[config.mk]
export PLATFORM = sky130hd
export DESIGN_NAME = n_bit_adder
export DESIGN_NICKNAME = d
export VERILOG_FILES = /design/src/rtl/n_bit_adder.sv
export SDC_FILE = /design/constraint.sdc
export NUM_CORES = 1
export LEC_CHECK = 0
export ABC_AREA = 1
export ABC_CLOCK_PERIOD_IN_PS = 37800
export CORE_UTILIZATION = 60
export DETAILED_ROUTE_END_ITERATION = 8
export DONT_BUFFER_PORTS = 1
export PLACE_DENSITY_LB_ADDON = 0.05
export SLEW_MARGIN = 25
export SYNTH_ARGS = -nofsm -noshare
export SYNTH_HDL_FRONTEND = slang
export SYNTH_SLANG_ARGS = --single-unit
[constraint.sdc]
create_clock -name clk -period 37.8 [get_ports clk]
set_input_delay 7.56 -clock clk [delete_from_list [all_inputs] [get_ports clk]]
set_output_delay 7.56 -clock clk [all_outputs]
set_load 0.005 [all_outputs]
[src/rtl/n_bit_adder.sv]
// Registered N-bit ripple-carry adder with carry-out and signed overflow.
// Ports: clk, reset (sync, active-high), in_valid, a, b, cin -> s, carryOut, overflow, out_valid.
module n_bit_adder #(
  parameter int N = 32
) (
  input  logic         clk,
  input  logic         reset,
  input  logic         in_valid,
  input  logic [N-1:0] a,
  input  logic [N-1:0] b,
  input  logic         cin,
  output logic [N-1:0] s,
  output logic         carryOut,
  output logic         overflow,
  output logic         out_valid
);

  // c[i] is the carry into bit i; c[N] is the carry out of the MSB.
  logic [N:0]   c;
  logic [N-1:0] sum;

  assign c[0] = cin;

  for (genvar i = 0; i < N; i++) begin : g_fa
    logic p;
    assign p        = a[i] ^ b[i];
    assign sum[i]   = p ^ c[i];
    assign c[i+1]   = (a[i] & b[i]) | (c[i] & p);
  end

  // Result registers only load on in_valid, so X operands while idle
  // never reach the held outputs.
  always_ff @(posedge clk) begin
    if (reset) begin
      s         <= '0;
      carryOut  <= 1'b0;
      overflow  <= 1'b0;
      out_valid <= 1'b0;
    end else begin
      out_valid <= in_valid;
      if (in_valid) begin
        s        <= sum;
        carryOut <= c[N];
        overflow <= c[N] ^ c[N-1];
      end
    end
  end

endmodule

==> flow_summary.toml, run 1 <==
[routing]
wirelength_microns = 3440
vias_per_cell = 5.36
met1_length_microns = 1310
antenna_left = 0
met3_length_microns = 417
top_layer = "met4"
drc = 0
dr.first_iter.drc_count = 72
wl_per_cell_microns = 14.5
vias = 1271
wl_met2_microns = 1650
dr.pass1.iters = 2

[die]
die_w_microns = 60.1
ios = 103
die_y_microns = 60.1
start_util = 0.647
core_sq_um = 3130
die_area_sq_um = 3610
core.rowCount = 20

[synthesis]
syn_area_sq_um = 2020
synth_cell_type_count = 15
syn_inst = 195
synth_top_area_frac = 0.346
synth-simple-area-share = 0.185
synth_mux_area_frac = 0
synth_adder_area_share = 0.316
synth_warnings = 0
syn-num-nets = 295
synth_compound_area_frac = 0.0766
synth_top_area_cell = "dfxtp_1"
synth_xor_area_frac = 0
synthesis.area_per_instance_sq_um = 10.4
synth_top_family_by_area = "adder cells"
yosysSeqAreaShare = 0.346
yosys-top-cells-area = "dfxtp_1 (35%), fa_1 (32%), nor2_2 (9.3%)"
synth-seq-cells = 35

[sta]
fin_skew_ns = 0
worst_pin_slew_ns = 0.476
hold_violations = 0
grt_setup_unrepaired = "no"
min_period_over_period = 0.533
report.final.slew_viol_count = 0
period_needed_ns = 20.13
setup_viol = 0
fin_setup_tns_ns = 0
slew_headroom = 0.682
fmax_mhz = 49.7

[setup_path]
cp.required_ns = 38.07
cp_max_fo = 3
crit_path_end_kind = "flip-flop"
path_common_cell = "fa_1"
cpPeakStageDelay_ns = 0.43
crit_type = "input pin to flip-flop"
path_delay_family = "adder cells"
cp_num_buf_inv = 3
reg2reg_slack_ns = 37.10
cp.arrival_ns = 20.40
cpMaxStageDelayCell = "fa_1"
start_kind = "input pin"

[clock_tree]
cts_resized = 0
clockRootBuffer = "clkbuf_4"
cts_max_path_buffers = 2
cts_made_buffers = 5
cts.sinks = 35
clk_pin_slew_ns = 0.10
cts_tree = "built"
htree_num_levels = 2
cts_setup_buffers = 0
ctsHoldBuffers = 0
clk_latency_ns = 0.32

[place]
port_buffers = 0
dp_hpwl_microns = 2550
place_congestion = 0.668

[layout]
fillers = 269
seq_area_sq_um = 701
final_nets = 292
multi_input_area_sq_um = 1170
drive_gt1_frac = 0.207
final_core_util = 0.651
syn2layout_area_growth_pct = 0.618
n_antenna_cell = 0

[global_routing]
grt_pass1_vias = 1213
grt_max_degree = 40
grt_pass1_wl_microns = 5330
overflow = 0
antenna_found_initial = 0
track_usage = 0.208

[power]
report.power.total_mw = 0.0828
ir_drop_mv = 0.0228
powerDensity_nw_per_um2 = 40.6
p_leak_nw = 0.819

[outcome]
outcome = "completed"

[hold_path]
holdCritPathClass = "flip-flop to flip-flop"

[flow_run]
cap_violations = 0
## synthesized netlist by cell type, drive strengths merged
cell type and count:
nor2 70, dfxtp 35, fa 32, o21ai 31
buf 10, inv 9, nand2 8
## metal layers
metal  GRT usage  up-vias
met4       0.106        0
met3       0.115        8
met2       0.340       71
met5           0        -
met1       0.214      596
li1            -      596
## registers in the layout, indices dropped and copies added (netlist names)
name,cells
carryOut,1
s,32
out_valid,1
overflow,1
## logic make-up (layout without fill, tap and decap cells)
family | after synthesis | after routing
compound gates | 31 | 31
fa+ha+maj | 32 | 32
buf+inv | 19 | 17
flops | 35 | 35
simple gates | 78 | 78
## final cells by class
| type | instances | share of cell area |
|---|---|---|
| Clock buffer | 8 | 0.0338 |
| Sequential cell | 35 | 0.344 |
| Tap cell | 44 | 0.0270 |
| Inverter | 9 | 0.0203 |
| Multi-Input combinational cell | 141 | 0.575 |
## report_power, final
part / switching (mW) / total (mW) / internal, mW
Sequential: 0.00259 / 0.0431 / 0.0405
Clock: 0.0116 / 0.0226 / 0.0109
Combinational: 0.00876 / 0.0171 / 0.00830
## placed cells by master (no fill, tap or decap), drive strengths merged
cell type  synthesis  routed
clkbuf             0       8
dfxtp             35      35
fa                32      32
inv                9       9
nand2              8       8
nor2              70      70
o21ai             31      31
## per-stage QoR
step	setup slack (ns)	instance area, sq um	hold WS [ns]	cells
global placement	17.50	1970	0.482	229
detailed placement	17.29	1970	0.498	229
global route	17.22	2040	0.554	237
finish	17.67	2040	0.503	237
CTS	17.64	2040	0.512	237
floorplan	17.86	2020	0.466	195
## worst paths after layout
path	startpoint	end	cells past startpoint
min reg2reg	s[19]$_SDFFE_PP0P_	s[19]$_SDFFE_PP0P_	2
min	s[19]$_SDFFE_PP0P_	s[19]$_SDFFE_PP0P_	2
max reg2reg	s[4]$_SDFFE_PP0P_	s[4]$_SDFFE_PP0P_	2
max	a[0]	s[31]$_SDFFE_PP0P_	38
## worst min-delay path, cell delays in order (launching register included)
cell	delay, ns
dfxtp_1	0.34
nor2_1	0.09
nor2_1	0.05
No activity file was read; power rests on OpenSTA's default activity.
==> inputs of run 2 (changes only) <==
Settings changed: ABC_CLOCK_PERIOD_IN_PS 37800 to 20700.
Clock period 37.8 ns to 20.7 ns, I/O delays scaled along.
==> run 2 against run 1 <==
Setup slack worse by 14 ns; highest routed layer unchanged; core utilization stayed put; cell count stayed put; sequential power is 83% higher; register-to-register slack worse by 17 ns; hold slack worse by 0.0028 ns; clock skew stayed put; non-clock buffer count stayed put.
==> flow_summary.toml, run 2 (synthesized netlist as in run 1, its figures left out) <==
[global_routing]
track_usage = 0.215
grt_pass1_wl_microns = 5570
overflow = 0
antenna_found_initial = 0
grt_max_degree = 40
grt_pass1_vias = 1334

[routing]
vias = 1277
drc = 0
wl_per_cell_microns = 15.4
dr.first_iter.drc_count = 79
vias_per_cell = 5.39
antenna_left = 0
wirelength_microns = 3660
dr.pass1.iters = 4

[layout]
final_cells = 237
syn2layout_area_growth_pct = 0.618
n_antenna_cell = 0
regMostFlops = "s"
drive_gt1_frac = 0.207
final_nets = 292
largest_reg_flops = 32
layout_common_cells = "nor2_1 (39), dfxtp_1 (35), fa_1 (32), nor2_2 (30), o21ai_0 (27)"
final_common_cell = "nor2_1"

[sta]
min_period_over_period = 0.810
period_needed_ns = 16.76
fin_skew_ns = 0
report.final.slew_viol_count = 0
grt_setup_unrepaired = "no"
setup_viol = 0
finalHoldWorstSlack_ns = 0.501
hold_violations = 0
worst_pin_slew_ns = 0.470
slew_headroom = 0.687
fmax_mhz = 59.7
fin_setup_tns_ns = 0

[die]
core_sq_um = 3130
start_util = 0.647
die_y_microns = 60.1
ios = 103
die_area_sq_um = 3610
die_w_microns = 60.1
core.rowCount = 20

[setup_path]
cpMaxStageDelayCell = "fa_1"
cp_num_buf_inv = 3
cp.required_ns = 20.97
crit_path_end_kind = "flip-flop"
start_kind = "input pin"
cpPeakStageDelay_ns = 0.43
crit_type = "input pin to flip-flop"
path_delay_family = "adder cells"
cp_max_fo = 3
path_common_cell = "fa_1"
cp.arrival_ns = 17.02

[clock_tree]
cts_tree = "built"
cts_setup_buffers = 0
ctsHoldBuffers = 0
clk_pin_slew_ns = 0.10
clk_latency_ns = 0.32
cts_made_buffers = 5
cts_resized = 0
cts_max_path_buffers = 2
cts.sinks = 35
clockRootBuffer = "clkbuf_4"
htree_num_levels = 2

[place]
dp_hpwl_microns = 2810
post-place-cells = 229
port_buffers = 0
place_congestion = 0.688

[power]
powerDensity_nw_per_um2 = 74.5
p_leak_nw = 0.819
report.power.total_mw = 0.152
ir_drop_mv = 0.0380

[outcome]
outcome = "completed"

[hold_path]
holdCritPathClass = "flip-flop to flip-flop"

[flow_run]
cap_violations = 0
==> run 2: cell counts in the layout (fill, tap and decap cells not counted) <==
Identical to the previous run, type by type.
==> run 2: final timing paths <==
check | cells after the start | start | slack (ns) | end
setup / recovery | 38 | a[0] | 3.94 | s[31]$_SDFFE_PP0P_
hold / removal | 2 | s[19]$_SDFFE_PP0P_ | 0.50 | s[19]$_SDFFE_PP0P_
setup reg to reg | 2 | s[5]$_SDFFE_PP0P_ | 20.02 | s[5]$_SDFFE_PP0P_
hold reg to reg | 2 | s[19]$_SDFFE_PP0P_ | 0.50 | s[19]$_SDFFE_PP0P_
==> run 2: final cells by class <==
class | count | area, sq um
fill | 267 | 1090
tap | 44 | 55.1
multi-input combinational | 141 | 1170
sequential | 35 | 701
inverter | 9 | 41.3
clock buffer | 8 | 68.8
==> run 2: stage by stage <==
stage | utilization | setup slack, ns | instance area, sq um
after floorplan | - | 4.18 | 2020
after global placement | 0.629 | 3.82 | 1970
after detailed placement | 0.629 | 3.59 | 1970
after CTS | 0.651 | 3.93 | 2040
after global routing | 0.651 | 3.55 | 2040
final | 0.651 | 3.94 | 2040
==> run 2: routing by layer <==
metal / global-route usage / wire [microns] / vias up
li1: - / - / 594
met1: 0.210 / 1350 / 609
met2: 0.400 / 1910 / 69
met3: 0.0736 / 353 / 5
met4: 0.0997 / 44 / 0
met5: 0 / 0 / -
==> run 2: report_power, final <==
part / leakage, nW / internal [mW] / switching [mW] / total (mW)
logic: 0.489 / 0.0153 / 0.0164 / 0.0317
registers: 0.291 / 0.0740 / 0.00491 / 0.0789
clock network: 0.0386 / 0.0200 / 0.0211 / 0.0411
==> run 2: tightest hold or removal path, stage by stage, from the launching register on <==
cell     delay, ns
dfxtp_1       0.33
nor2_1        0.09
nor2_1        0.05
